File: src/rtl/spi_lcd_master_gen_pkg.sv
// Shared types for the generic LCD SPI master: controller states and SPI mode encodings.
package spi_lcd_pkg;

   typedef enum logic [1:0] {
      LCD_RST = 2'd0,
      IDLE    = 2'd1,
      SHIFT   = 2'd2
   } state_t;

   // Mode encodings are {cpol, cpha}
   localparam logic [1:0] SPI_MODE0 = 2'b00;
   localparam logic [1:0] SPI_MODE1 = 2'b01;
   localparam logic [1:0] SPI_MODE2 = 2'b10;
   localparam logic [1:0] SPI_MODE3 = 2'b11;

   function automatic logic mode_cpol(input logic [1:0] mode);
      return mode[1];
   endfunction

   function automatic logic mode_cpha(input logic [1:0] mode);
      return mode[0];
   endfunction

endpackage

File: src/rtl/spi_lcd_master_gen_if.sv
// Word-level request/response bus between the display controller and the SPI master.
interface spi_lcd_master_gen_if #(
   parameter int DATA_W = 8
);
   logic [DATA_W-1:0] data_in;
   logic              cmd;
   logic              start;
   logic              keep_ce;
   logic [DATA_W-1:0] data_out;
   logic              ready;
   logic              busy;
   logic              done;

   modport master (
      output data_in, cmd, start, keep_ce,
      input  data_out, ready, busy, done
   );

   modport slave (
      input  data_in, cmd, start, keep_ce,
      output data_out, ready, busy, done
   );
endinterface

File: src/rtl/spi_lcd_master_gen_sclk_tick.sv
// Half-period tick generator: one-cycle pulse every max(div,1) enabled cycles, restarted by clr.
module spi_sclk_tick #(
   parameter int DIV_W = 16
) (
   input  logic             clk,
   input  logic             reset,
   input  logic             clr,
   input  logic             en,
   input  logic [DIV_W-1:0] div,
   output logic             tick
);

   logic [DIV_W-1:0] period;
   logic [DIV_W-1:0] cnt;

   function automatic logic [DIV_W-1:0] sat_div(input logic [DIV_W-1:0] d);
      return (d == '0) ? DIV_W'(1) : d;
   endfunction

   // Period is captured on clr so divider changes only take effect at the next word
   always_ff @(posedge clk) begin
      if (reset) begin
         period <= DIV_W'(1);
         cnt    <= '0;
      end else if (clr) begin
         period <= sat_div(div);
         cnt    <= sat_div(div) - DIV_W'(1);
      end else if (en) begin
         if (cnt == '0) cnt <= period - DIV_W'(1);
         else           cnt <= cnt - DIV_W'(1);
      end
   end

   assign tick = en && (cnt == '0);

endmodule

File: src/rtl/spi_lcd_master_gen.sv
// One-word-per-request SPI master for serial LCD panels with configurable mode, width,
// bit order, burst chip-enable hold and a timed power-up LCD reset pulse.
module spi_lcd_master_gen
   import spi_lcd_pkg::*;
#(
   parameter int DATA_W     = 8,
   parameter int DIV_W      = 16,
   parameter int RST_CYCLES = 1000,
   parameter int MSB_FIRST  = 1
) (
   input  logic             clk,
   input  logic             reset,
   spi_lcd_master_gen_if.slave bus,
   input  logic             cpol,
   input  logic             cpha,
   input  logic [DIV_W-1:0] div_factor,
   input  logic             miso,
   output logic             mosi,
   output logic             sclk,
   output logic             ce,
   output logic             dc,
   output logic             lcd_rst
);

   localparam int EW = $clog2(2 * DATA_W) + 1;
   localparam int RW = (RST_CYCLES > 1) ? $clog2(RST_CYCLES) : 1;
   localparam logic [EW-1:0] LAST_EDGE = EW'(2 * DATA_W - 1);
   localparam logic [RW-1:0] RST_LAST  = RW'(RST_CYCLES - 1);

   state_t            state, state_nxt;
   logic              tick, accept, rst_done, last_tick;
   logic              sample_edge, shift_edge;
   logic              ready_c, busy_c, done_r;
   logic              keep_lat, cpha_lat;
   logic [EW-1:0]     edge_cnt;
   logic [RW-1:0]     rst_cnt;
   logic [DATA_W-1:0] tx_sr, rx_sr, rx_nxt, data_out_r;

   function automatic logic head_bit(input logic [DATA_W-1:0] w);
      return (MSB_FIRST != 0) ? w[DATA_W-1] : w[0];
   endfunction

   function automatic logic [DATA_W-1:0] shift_out(input logic [DATA_W-1:0] w);
      return (MSB_FIRST != 0) ? {w[DATA_W-2:0], 1'b0} : {1'b0, w[DATA_W-1:1]};
   endfunction

   function automatic logic [DATA_W-1:0] shift_in(input logic [DATA_W-1:0] w, input logic b);
      return (MSB_FIRST != 0) ? {w[DATA_W-2:0], b} : {b, w[DATA_W-1:1]};
   endfunction

   spi_sclk_tick #(.DIV_W(DIV_W)) u_tick (
      .clk   (clk),
      .reset (reset),
      .clr   (accept),
      .en    (state == SHIFT),
      .div   (div_factor),
      .tick  (tick)
   );

   always_ff @(posedge clk) begin
      if (reset) state <= LCD_RST;
      else       state <= state_nxt;
   end

   // Even edge_cnt means the next tick is a leading edge; odd means trailing
   always_comb begin
      state_nxt   = state;
      ready_c     = 1'b0;
      busy_c      = 1'b0;
      accept      = 1'b0;
      rst_done    = 1'b0;
      last_tick   = tick && (edge_cnt == LAST_EDGE);
      sample_edge = cpha_lat ? edge_cnt[0] : ~edge_cnt[0];
      shift_edge  = cpha_lat ? (~edge_cnt[0] && (edge_cnt != '0))
                             : (edge_cnt[0] && (edge_cnt != LAST_EDGE));
      rx_nxt      = shift_in(rx_sr, miso);
      case (state)
         LCD_RST: begin
            rst_done = (rst_cnt == RST_LAST);
            if (rst_done) state_nxt = IDLE;
         end
         IDLE: begin
            ready_c = 1'b1;
            accept  = bus.start;
            if (bus.start) state_nxt = SHIFT;
         end
         SHIFT: begin
            busy_c = 1'b1;
            if (last_tick) state_nxt = IDLE;
         end
         default: state_nxt = LCD_RST;
      endcase
   end

   // Pin-facing and handshake registers
   always_ff @(posedge clk) begin
      if (reset) begin
         rst_cnt    <= '0;
         lcd_rst    <= 1'b0;
         mosi       <= 1'b0;
         sclk       <= cpol;
         ce         <= 1'b1;
         dc         <= 1'b0;
         data_out_r <= '0;
         done_r     <= 1'b0;
         edge_cnt   <= '0;
         keep_lat   <= 1'b0;
         cpha_lat   <= 1'b0;
      end else begin
         done_r <= 1'b0;
         case (state)
            LCD_RST: begin
               sclk <= cpol;
               if (rst_done) lcd_rst <= 1'b1;
               else          rst_cnt <= rst_cnt + RW'(1);
            end
            IDLE: begin
               sclk <= cpol;
               if (accept) begin
                  ce       <= 1'b0;
                  dc       <= bus.cmd;
                  keep_lat <= bus.keep_ce;
                  cpha_lat <= cpha;
                  edge_cnt <= '0;
                  mosi     <= head_bit(bus.data_in);
               end
            end
            SHIFT: begin
               if (tick) begin
                  sclk     <= ~sclk;
                  edge_cnt <= edge_cnt + EW'(1);
                  if (shift_edge) mosi <= head_bit(tx_sr);
                  if (last_tick) begin
                     done_r     <= 1'b1;
                     data_out_r <= sample_edge ? rx_nxt : rx_sr;
                     ce         <= ~keep_lat;
                  end
               end
            end
            default: ;
         endcase
      end
   end

   // Shift registers carry only data and are fully rewritten every word
   always_ff @(posedge clk) begin
      if (accept)                  tx_sr <= shift_out(bus.data_in);
      else if (tick && shift_edge) tx_sr <= shift_out(tx_sr);
      if (tick && sample_edge)     rx_sr <= rx_nxt;
   end

   assign bus.data_out = data_out_r;
   assign bus.ready    = ready_c;
   assign bus.busy     = busy_c;
   assign bus.done     = done_r;

endmodule

File: src/flat_wrapper.sv
// flat-port wrapper written by rule: the top's interface ports become plain ports
module spi_lcd_master_gen_flat import spi_lcd_pkg::*;
#(
   parameter int DATA_W     = 8,
   parameter int DIV_W      = 16,
   parameter int RST_CYCLES = 1000,
   parameter int MSB_FIRST  = 1
)
  (clk, reset, cpol, cpha, div_factor, miso, mosi, sclk, ce, dc, lcd_rst, bus_data_in, bus_cmd, bus_start, bus_keep_ce, bus_data_out, bus_ready, bus_busy, bus_done);
  spi_lcd_master_gen_if #(.DATA_W(DATA_W)) bus_i ();
  input  logic clk;
  input  logic reset;
  input  logic cpol;
  input  logic cpha;
  input  logic [DIV_W-1:0] div_factor;
  input  logic miso;
  output logic mosi;
  output logic sclk;
  output logic ce;
  output logic dc;
  output logic lcd_rst;
  input wire logic [$bits(bus_i.data_in)-1:0] bus_data_in;
  input wire logic [$bits(bus_i.cmd)-1:0] bus_cmd;
  input wire logic [$bits(bus_i.start)-1:0] bus_start;
  input wire logic [$bits(bus_i.keep_ce)-1:0] bus_keep_ce;
  output wire logic [$bits(bus_i.data_out)-1:0] bus_data_out;
  output wire logic [$bits(bus_i.ready)-1:0] bus_ready;
  output wire logic [$bits(bus_i.busy)-1:0] bus_busy;
  output wire logic [$bits(bus_i.done)-1:0] bus_done;
  assign bus_i.data_in = bus_data_in;
  assign bus_i.cmd = bus_cmd;
  assign bus_i.start = bus_start;
  assign bus_i.keep_ce = bus_keep_ce;
  assign bus_data_out = bus_i.data_out;
  assign bus_ready = bus_i.ready;
  assign bus_busy = bus_i.busy;
  assign bus_done = bus_i.done;
  spi_lcd_master_gen #(.DATA_W(DATA_W), .DIV_W(DIV_W), .RST_CYCLES(RST_CYCLES), .MSB_FIRST(MSB_FIRST)) u_core (.clk(clk), .reset(reset), .bus(bus_i), .cpol(cpol), .cpha(cpha), .div_factor(div_factor), .miso(miso), .mosi(mosi), .sclk(sclk), .ce(ce), .dc(dc), .lcd_rst(lcd_rst));
endmodule
File: config.mk
export PLATFORM = sky130hd
export DESIGN_NAME = spi_lcd_master_gen_flat
export DESIGN_NICKNAME = d
export VERILOG_FILES = /design/src/rtl/spi_lcd_master_gen_pkg.sv /design/src/rtl/spi_lcd_master_gen_if.sv /design/src/rtl/spi_lcd_master_gen_sclk_tick.sv /design/src/rtl/spi_lcd_master_gen.sv /design/src/flat_wrapper.sv
export SDC_FILE = /design/constraint.sdc
export NUM_CORES = 1
export LEC_CHECK = 0
export CAP_MARGIN = 30
export CORE_MARGIN = 8
export CORE_UTILIZATION = 56
export CTS_CLUSTER_SIZE = 28
export DETAILED_ROUTE_END_ITERATION = 6
export PLACE_DENSITY = 0.86
export RECOVER_POWER = 50
export SKIP_LAST_GASP = 1
export SYNTH_ARGS = -nofsm -noshare
export SYNTH_HDL_FRONTEND = slang
export SYNTH_SLANG_ARGS = --single-unit
File: constraint.sdc
create_clock -name clk -period 3.4 [get_ports clk]
set_input_delay 0.85 -clock clk [delete_from_list [all_inputs] [get_ports clk]]
set_output_delay 0.85 -clock clk [all_outputs]
set_load 0.02 [all_outputs]
# Word level (Yosys, flattened, before mapping)
# Index checks and enable logic that the tools add are counted.
[classes] n_reduce_logical=25 muxes=32 n_bitwise=6 eq_ne=12 add_sub_neg=5
[ops] cell="16-bit two-way mux" n=4
[ops] cell="16-bit by 1-bit subtractor with 16-bit output, second input constant" n=3
[ops] cell="16-bit zero test" n=2
[ops] cell="8-bit two-way mux" n=3
[ops] cell="1-bit two-way mux" n=15
[ops] cell="10-bit by 1-bit adder with 10-bit output, second input constant" n=1
[ops] cell="10-bit equality test, second input constant" n=1
[ops] cell="5-bit two-way mux" n=2
[ops] cell="2-bit by 1-bit != test with 1-bit output, second input constant" n=5
[ops] cell="5-bit case mux with 2 select lines" n=1
[ops] cell="3-bit AND reduction" n=3
[ops] cell="2-bit AND reduction" n=4
[ops] cell="4-bit AND reduction" n=2
[ops] cell="1-bit logical AND" n=6
[ops] cell="2-bit two-way mux" n=3
[ops] cell="1-bit inverter" n=6
[ops] cell="1-bit case mux with 2 select lines" n=3
[ops] cell="2-bit case mux with 3 select lines" n=1
[ops] cell="2-bit nonzero test" n=3
[ops] cell="5-bit by 1-bit adder with 5-bit output, second input constant" n=1
[ops] cell="5-bit by 4-bit equality test with 1-bit output, second input constant" n=1
[ops] cell="5-bit by 4-bit != test with 1-bit output, second input constant" n=1
[ops] cell="5-bit nonzero test" n=1
[ops] cell="3-bit by 2-bit != test with 1-bit output, second input constant" n=1
[ops] cell="7 further kinds" n=7
[totals] reg_bits=80 word_cells=96 out_inout_bits=16 input_bits=32

# Depth between registers and ports, before layout
# Gate-level depths: netlist of the first run.
[logic_depth] depth_word=6 ltp_mapped=11 ltp_nobuf=10

# By module
# Synthesis of the first run repeated with hierarchy kept, for this count alone.
[hier_totals] hier_cells=445 hier_area_um2=3921.3
[modules_own_cells] mod="spi_lcd_master_gen" area_per_inst_um2=2073.2 seq_area_each_um2=1121.1 cells_per_inst=209 instances=1
[modules_own_cells] mod="spi_sclk_tick" area_per_inst_um2=1848.0 seq_area_each_um2=640.6 cells_per_inst=236 instances=1

# Least setup slack after synthesis of the first run
# Ideal clock, no wire load.
[synth_path] path_kind="input to register" startpoint="input div_factor[2]" endpoint="register u_core.u_tick.cnt[8]" t_arrival_ps=2782 setup_ps=86 t_required_ps=3314 path_buffers=0 path_stages=9 path_slack_ps=533 path_cell_list="or4_1 nor4_2 a311oi_2 or2_2 ha_1 and3_4 o211ai_1 xor2_1 a211oi_1"
[synth_between] elab_chain_len=4
[synth_lines] element="start, declared" line="flat_wrapper.sv:15" rtl="input logic [DIV_W-1:0] div_factor;"
[synth_lines] element="16-bit zero test" line="spi_lcd_master_gen_sclk_tick.sv:17" rtl="return (d == '0) ? DIV_W'(1) : d;"
[synth_lines] element="16-bit two-way mux *" line="spi_lcd_master_gen_sclk_tick.sv:17"
[synth_lines] element="16-bit by 1-bit subtractor with 16-bit output *" line="spi_lcd_master_gen_sclk_tick.sv:27" rtl="cnt <= sat_div(div) - DIV_W'(1);"
[synth_lines] element="16-bit two-way mux *" line="spi_lcd_master_gen_sclk_tick.sv:25" rtl="end else if (clr) begin"
[synth_lines] element="end signal, assigned" line="spi_lcd_master_gen_sclk_tick.sv:27"
[synth_lines] element="end signal, assigned" line="spi_lcd_master_gen_sclk_tick.sv:29" rtl="if (cnt == '0) cnt <= period - DIV_W'(1);"
[synth_lines] element="end signal, assigned" line="spi_lcd_master_gen_sclk_tick.sv:30" rtl="else cnt <= cnt - DIV_W'(1);"
[synth_lines] element="end, declared" line="spi_lcd_master_gen_sclk_tick.sv:14" rtl="logic [DIV_W-1:0] cnt;"
# Every way passes the cells marked *; elsewhere a longest branch is shown, timed or not.
# A chain may end at the register's enable or synchronous reset.

# Worst setup path after layout of the first run
[layout_path] startpoint="input bus_start" endpoint="register u_core.u_tick.cnt[8]"
[layout_between] elab_chain_len=2 word_cells_on_any_way=3 cone_classes="mux: 2; reduce/logical: 1"
[layout_lines] element="start, declared" line="flat_wrapper.sv:24" rtl="input wire logic [$bits(bus_i.start)-1:0] bus_start;"
[layout_lines] element="1-bit two-way mux *" line="spi_lcd_master_gen.sv:77" rtl="case (state)"
[layout_lines] element="16-bit two-way mux or 2-bit nonzero test (tied branches)"
# Marked as above.

==> results of run 1 <==
==> state kept, by name, indices dropped and copies added, names as in the netlist, 2 cells and up <==
name                  flops
u_core.edge_cnt           5
u_core.rst_cnt           10
u_core.state              2
u_core.rx_sr              8
u_core.u_tick.cnt        16
u_core.u_tick.period     16
u_core.tx_sr              7
u_core.bus.data_out       8
==> cell usage in the layout, fill, tap and decap left out, drive strengths merged, types with 11 or more instances in the layout <==
master         instances
dlygate4sd3           11
nor2                  51
inv                   13
buf                   14
dfxtp                 64
a21oi                 36
clkdlybuf4s50         35
mux2i                 12
nand2                 77
edfxtp                16
o21ai                 15
xor2                  12
a211oi                24
clkbuf                14
==> final cells by class <==
class	count	area, sq um
Fill cell	552	2090
Tap cell	96	120
Multi-Input combinational cell	333	2040
Sequential cell	80	1760
Inverter	9	33.8
Clock buffer	10	149
Timing Repair Buffer	64	582
Clock inverter	6	53.8
==> stage by stage <==
step / utilization / instance area, sq um
finish: 0.695 / 4740
global route: 0.695 / 4740
CTS: 0.696 / 4760
detailed placement: 0.666 / 4550
global placement: 0.665 / 4550
floorplan: - / 3960
==> cells by family after synthesis <==
group,synth area share
AOI/OAI and AO/OA,0.176
xor gates and xnor gates,0.0421
adders and majority gates,0.0316
buffers and inverters,0.0379
DFF,0.445
muxes,0.0304
and+or+nand+nor,0.236
==> power by group through the flow <==
| stage | Combinational (uW) | Sequential (uW) | Clock (uW) |
|---|---|---|---|
| floorplan | 34.7 | 993 | 0 |
| global placement | 86.9 | 993 | 0 |
| detailed placement | 88.4 | 993 | 0 |
| CTS | 89.1 | 971 | 715 |
| global route | 95.1 | 972 | 747 |
| finish | 88.4 | 971 | 702 |
==> metal layers <==
metal  routed length, microns  part of all wire
met4                      218             0.023
met5                        0                 0
met1                     4130              0.43
met2                     4800              0.50
met3                      503             0.052
==> worst max-delay path, stage by stage <==
cell           delay, ns
dlygate4sd3_1       0.64
and2_1              0.48
buf_4               0.25
nand2_1             0.07
o211a_1             0.15
ha_1                0.25
and3_4              0.18
o211ai_1            0.12
xor2_1              0.18
a211oi_1            0.09
==> how the worst max path moves through the flow <==
stage / endpoint / slack, ns / cells past startpoint
detailed placement: u_core.u_tick.cnt[8] / -0.02 / 10
floorplan: u_core.u_tick.cnt[8] / 0.53 / 9
CTS: u_core.u_tick.cnt[14] / 0.33 / 10
global placement: u_core.u_tick.cnt[8] / 0.03 / 10
global route: u_core.u_tick.cnt[12] / 0.12 / 9
finish: u_core.u_tick.cnt[8] / 0.25 / 10
==> reports/metrics.cfg, run 1 <==
[outcome]
status = complete, but fails checks
failed_checks = capacitance limit, slew limit

[cts]
clock_path_buffers = 2
cts_tree = done
path_clk_slew_ns = 0.09
cts_root_buf = clkbuf_8
cts-htree-levels = 3
cts.sinks = 80
ctsHoldBuffers = 0
cts_resized = 0
clkLatencyLatePin_ns = 0.35
cts_buffers = 9
cts_setup_buffers = 0

[worst_setup_path]
startpoint_type = input port
end_kind = register
rr_startpoint = u_core.state[1]
crit_arrival_ns = 3.28
crit_required_ns = 3.53
reg2reg_depth = 10
crit_fanout = 11
rrSetupSlack_ns = 0.57
reg2reg_to = u_core.u_tick.cnt[14]
startpoint = bus_start
path_class = in2reg

[power_and_ir_drop]
p_leak_uw = 0.00173
switching_share = 0.241
power.internal_uw = 1340
pwr-share-clk = 0.398
share_seq_of_total_power = 0.551
ir_drop_uv = 266
total_power_uw = 1760
combinationalPowerShare = 0.050
p_per_area_nw_per_um2 = 371
power.switching_uw = 425

[min_path]
holdPathEnd = u_core.dc
min_from = u_core.dc
hold_path.class = reg2reg
whs_path_depth = 2

[grt]
first_global_vias = 3394
met3_usage = 0.0374
grt_pass1_wl_microns = 15800
grt_busiest_layer = met2
grt_antenna_before_repair = 0
grt_util_met2 = 0.334
grt_max_degree = 56
grt_use_met1 = 0.229
gr-total-overflow = 0
track_usage = 0.194

[yosys]
async_reset_ff_frac = 0
synth_seq_area_share = 0.445
yosysUniqueCellTypes = 55
avgSynthCellArea_sq_um = 8.87
ys_ff_latch = 80
yosys_warnings = 0
synth_edf_count = 16
synth.area.top_cells = dfxtp_1 (32%), edfxtp_1 (12%), nand2_1 (7.0%)
synth_top_area_cell = dfxtp_1
syn_inst = 446
yosysMostFrequentCell = nand2_1
synth_top_cell_area_share = 0.324
synth_flop_cell = dfxtp_1
syn_nets = 488
yosys-top-cells-count = nand2_1 (74), dfxtp_1 (64), nor2_1 (51), a21oi_1 (36), a211oi_1 (24)
synth.cell_area_sq_um = 3960

[sta]
final_max_slew_viol_count = 56
finalCritPeriodShare = 0.926
skew_ns = 0.00894
rsz0062_at_grt = no
period_minus_slack_ns = 3.15
slew-limit-headroom = -0.620
fmaxAchievable_mhz = 318
hold_ws_ns = 0.465
setup_viol = 0
tightest_slew_ns = 2.43
finalHoldViolations = 0
finalWorstSetupSlack_ns = 0.251
tns_ns = 0

[place]
pre_cts_ws_ns = -0.0244
portBuffers = 47
dp_cells = 582
hpwl_microns = 6740
place_congestion = 0.936

[drt]
drt.antenna.violating_nets = 0
drt_iter0_drc = 294
via_per_inst = 5.80
route.detailed.drc = 0
route.vias.total = 3468
wl_per_cell_microns = 16.1
drt_first_pass_iters = 5
totalWireLength_microns = 9650

[cells_and_area]
finalNetCount = 539
stdcell_count = 598
area_growth_pct = 19.9
layout-drive-gt1-share = 0.0996
diodes = 0

[die]
initial_core_util = 0.579
fp.dieH_microns = 100
rows = 30
die-area_sq_um = 10000
core_sq_um = 6830
io_pins = 48
die-width_microns = 100

[job]
drv_cap = 1

Note: power is estimated with default switching activity, not from simulation.
==> run 2: changes to the inputs <==
--- a/config.mk
+++ b/config.mk
@@ -7,12 +7,13 @@
 export LEC_CHECK = 0
 export CAP_MARGIN = 30
 export CORE_MARGIN = 8
-export CORE_UTILIZATION = 56
+export CORE_UTILIZATION = 58
+export CTS_BUF_LIST = sky130_fd_sc_hd__clkbuf_4 sky130_fd_sc_hd__clkbuf_8
 export CTS_CLUSTER_SIZE = 28
 export DETAILED_ROUTE_END_ITERATION = 6
-export PLACE_DENSITY = 0.86
+export MAX_ROUTING_LAYER = met4
+export PLACE_DENSITY = 0.89
 export RECOVER_POWER = 50
-export SKIP_LAST_GASP = 1
 export SYNTH_ARGS = -nofsm -noshare
 export SYNTH_HDL_FRONTEND = slang
 export SYNTH_SLANG_ARGS = --single-unit
==> run 2 against run 1 <==
The run still ends with capacitance limit, slew limit left. Critical path depth is the same. Largest power group unchanged. Wire length shrank 1.6%. Via count grew 1.7%. Sequential share of layout area shrank 0.19 points. Total power grew 4.0%. Core utilization grew 1.9 points. Sequential power is essentially flat. Non-clock buffer count grew 2.
==> reports/metrics.cfg, run 2 (synthesized netlist as in run 1, its figures left out) <==
[power_and_ir_drop]
p_per_area_nw_per_um2 = 384  ; was 371 nW/um^2
ir_drop_uv = 294  ; was 266 uV
p_leak_uw = 0.00173  ; about the same

[die]
die-area_sq_um = 9720  ; was 10000 sq um
rows = 30  ; unchanged
core_sq_um = 6680  ; was 6830 sq um
die-width_microns = 98.6  ; was 100 microns
fp.dieH_microns = 98.6  ; was 100 microns
initial_core_util = 0.592  ; was 0.579
io_pins = 48  ; unchanged

[drt]
route.detailed.drc = 0  ; unchanged
route.vias.total = 3527  ; was 3468
met1_length_microns = 4060  ; was 4130 microns
wl_per_cell_microns = 16.3  ; was 16.1 microns
via_per_inst = 6.04  ; was 5.80
drt_first_pass_iters = 5  ; unchanged
routed-wl-met2_microns = 4750  ; was 4800 microns
drt.antenna.violating_nets = 0  ; unchanged
dr.max_layer_used = met4  ; unchanged
dr_wl_met3_microns = 469  ; was 503 microns
drt_iter0_drc = 277  ; was 294
totalWireLength_microns = 9500  ; was 9650 microns

[cts]
cts_buffers = 9  ; unchanged
ctsHoldBuffers = 0  ; unchanged
clock_path_buffers = 2  ; unchanged
cts_tree = done  ; unchanged
cts.sinks = 80  ; unchanged
clkLatencyLatePin_ns = 0.35  ; about the same
cts_setup_buffers = 0  ; unchanged
path_clk_slew_ns = 0.08  ; was 0.09 ns
cts-htree-levels = 3  ; unchanged
cts_resized = 0  ; unchanged
cts_root_buf = clkbuf_8  ; unchanged

[cells_and_area]
stdcell_count = 584  ; was 598
diodes = 0  ; unchanged
area_growth_pct = 20.5  ; was 19.9%
finalNetCount = 541  ; was 539
final_common_cell = nand2_1  ; unchanged
reg.largest.list = u_core.u_tick.cnt: 16 flops, u_core.u_tick.period: 16 flops, u_core.rst_cnt: 10 flops  ; unchanged
layout_common_cells = nand2_1 (74), dfxtp_1 (64), nor2_1 (51)  ; unchanged
nFillCells = 493  ; was 552
layout-drive-gt1-share = 0.0992  ; was 0.0996
fin_util = 0.714  ; was 0.695

[outcome]
status = complete, but fails checks  ; unchanged
failed_checks = capacitance limit, slew limit  ; unchanged

[worst_setup_path]
reg2reg_depth = 9  ; was 10
crit_arrival_ns = 3.30  ; was 3.28 ns
path_class = in2reg  ; unchanged
crit_fanout = 5  ; was 11
rrSetupSlack_ns = 0.54  ; was 0.57 ns
crit_required_ns = 3.55  ; was 3.53 ns
rr_startpoint = u_core.u_tick.cnt[3]  ; was u_core.state[1]
startpoint_type = input port  ; unchanged
reg2reg_to = u_core.u_tick.cnt[10]  ; was u_core.u_tick.cnt[14]
end_kind = register  ; unchanged

[sta]
skew_ns = 0.0174  ; was 0.00894 ns
hold_ws_ns = 0.459  ; was 0.465 ns
tightest_slew_ns = 1.75  ; was 2.43 ns
fmaxAchievable_mhz = 318  ; about the same
setup_viol = 0  ; unchanged
slew-limit-headroom = -0.164  ; was -0.620
finalCritPeriodShare = 0.926  ; about the same
finalHoldViolations = 0  ; unchanged
rsz0062_at_grt = no  ; unchanged
final_max_slew_viol_count = 39  ; was 56
period_minus_slack_ns = 3.15  ; about the same

[grt]
track_usage = 0.201  ; was 0.194
grt_pass1_wl_microns = 15800  ; about the same
first_global_vias = 3398  ; was 3394
grt_max_degree = 39  ; was 56
grt_antenna_before_repair = 0  ; unchanged
gr-total-overflow = 0  ; unchanged

[min_path]
holdPathEnd = u_core.dc  ; unchanged
min_from = u_core.dc  ; unchanged
whs_path_depth = 2  ; unchanged
hold_path.class = reg2reg  ; unchanged

[place]
portBuffers = 47  ; unchanged
place_congestion = 0.946  ; was 0.936
dp_cells = 568  ; was 582
hpwl_microns = 6830  ; was 6740 microns

[job]
drv_cap = 1  ; unchanged

==> run 2: changes by cell type in the layout (fill, tap and decap cells not counted), moves of 2 or more <==
| cell | before | now |
|---|---|---|
| clkbuf_1 | 3 | 5 |
| inv_6 | 3 | 1 |
| dlygate4sd3_1 | 11 | 5 |
| clkdlybuf4s50_1 | 35 | 41 |
| bufinv_16 | 0 | 2 |
==> run 2: stage by stage <==
| step | setup slack (ns) | cell area [sq um] | total power (uW) | TNS (ns) |
|---|---|---|---|---|
| 2_1_floorplan | 0.533 | 3960 | 1030 | 0 |
| 3_3_place_gp | 0.0588 | 4550 | 1080 | 0 |
| 3_5_place_dp | -0.0558 | 4560 | 1080 | -0.0926 |
| 4_1_cts | 0.305 | 4780 | 1840 | 0 |
| 5_1_grt | 0.145 | 4770 | 1880 | 0 |
| 6_report | 0.252 | 4770 | 1830 | 0 |
==> run 2: layout make-up <==
class / instances / area, sq um / share of cell area
inverter: 9 / 33.8 / 0.00708
clock buffer: 10 / 131 / 0.0276
sequential: 80 / 1760 / 0.369
timing repair buffer: 66 / 604 / 0.127
tap: 80 / 100 / 0.0210
clock inverter: 6 / 92.6 / 0.0194
multi-input combinational: 333 / 2040 / 0.429
==> run 2: routing by layer <==
layer	GRT usage	up-vias
met3	0.0310	21
met1	0.232	1688
li1	-	1692
met2	0.338	126
met5	-	-
met4	0.0933	0
==> run 2: worst max-delay path by stage <==
stage	from	end	slack, ns	cells after the start
detailed placement	div_factor[2]	u_core.u_tick.cnt[14]	-0.06	10
floorplan	div_factor[2]	u_core.u_tick.cnt[8]	0.53	9
global route	div_factor[2]	u_core.u_tick.cnt[14]	0.15	10
finish	div_factor[2]	u_core.u_tick.cnt[10]	0.25	10
CTS	div_factor[2]	u_core.u_tick.cnt[14]	0.30	10
global placement	div_factor[2]	u_core.u_tick.cnt[8]	0.06	10
==> run 2: where the power goes <==
group | leakage [uW] | switching [uW] | internal [uW]
Clock | 0.000107 | 346 | 425
Combinational | 0.000962 | 43.4 | 46.2
Sequential | 0.000657 | 4.62 | 967
Total | 0.00173 | 394 | 1440
==> run 2: critical path: stages <==
cell and delay (ns):
clkdlybuf4s50_1 0.42, or4_1 0.54, nor4_2 0.21, a311oi_2 0.15
or2_2 0.33, ha_1 0.22, and3_4 0.18, nand3b_1 0.12
xor2_1 0.18, a211oi_1 0.09
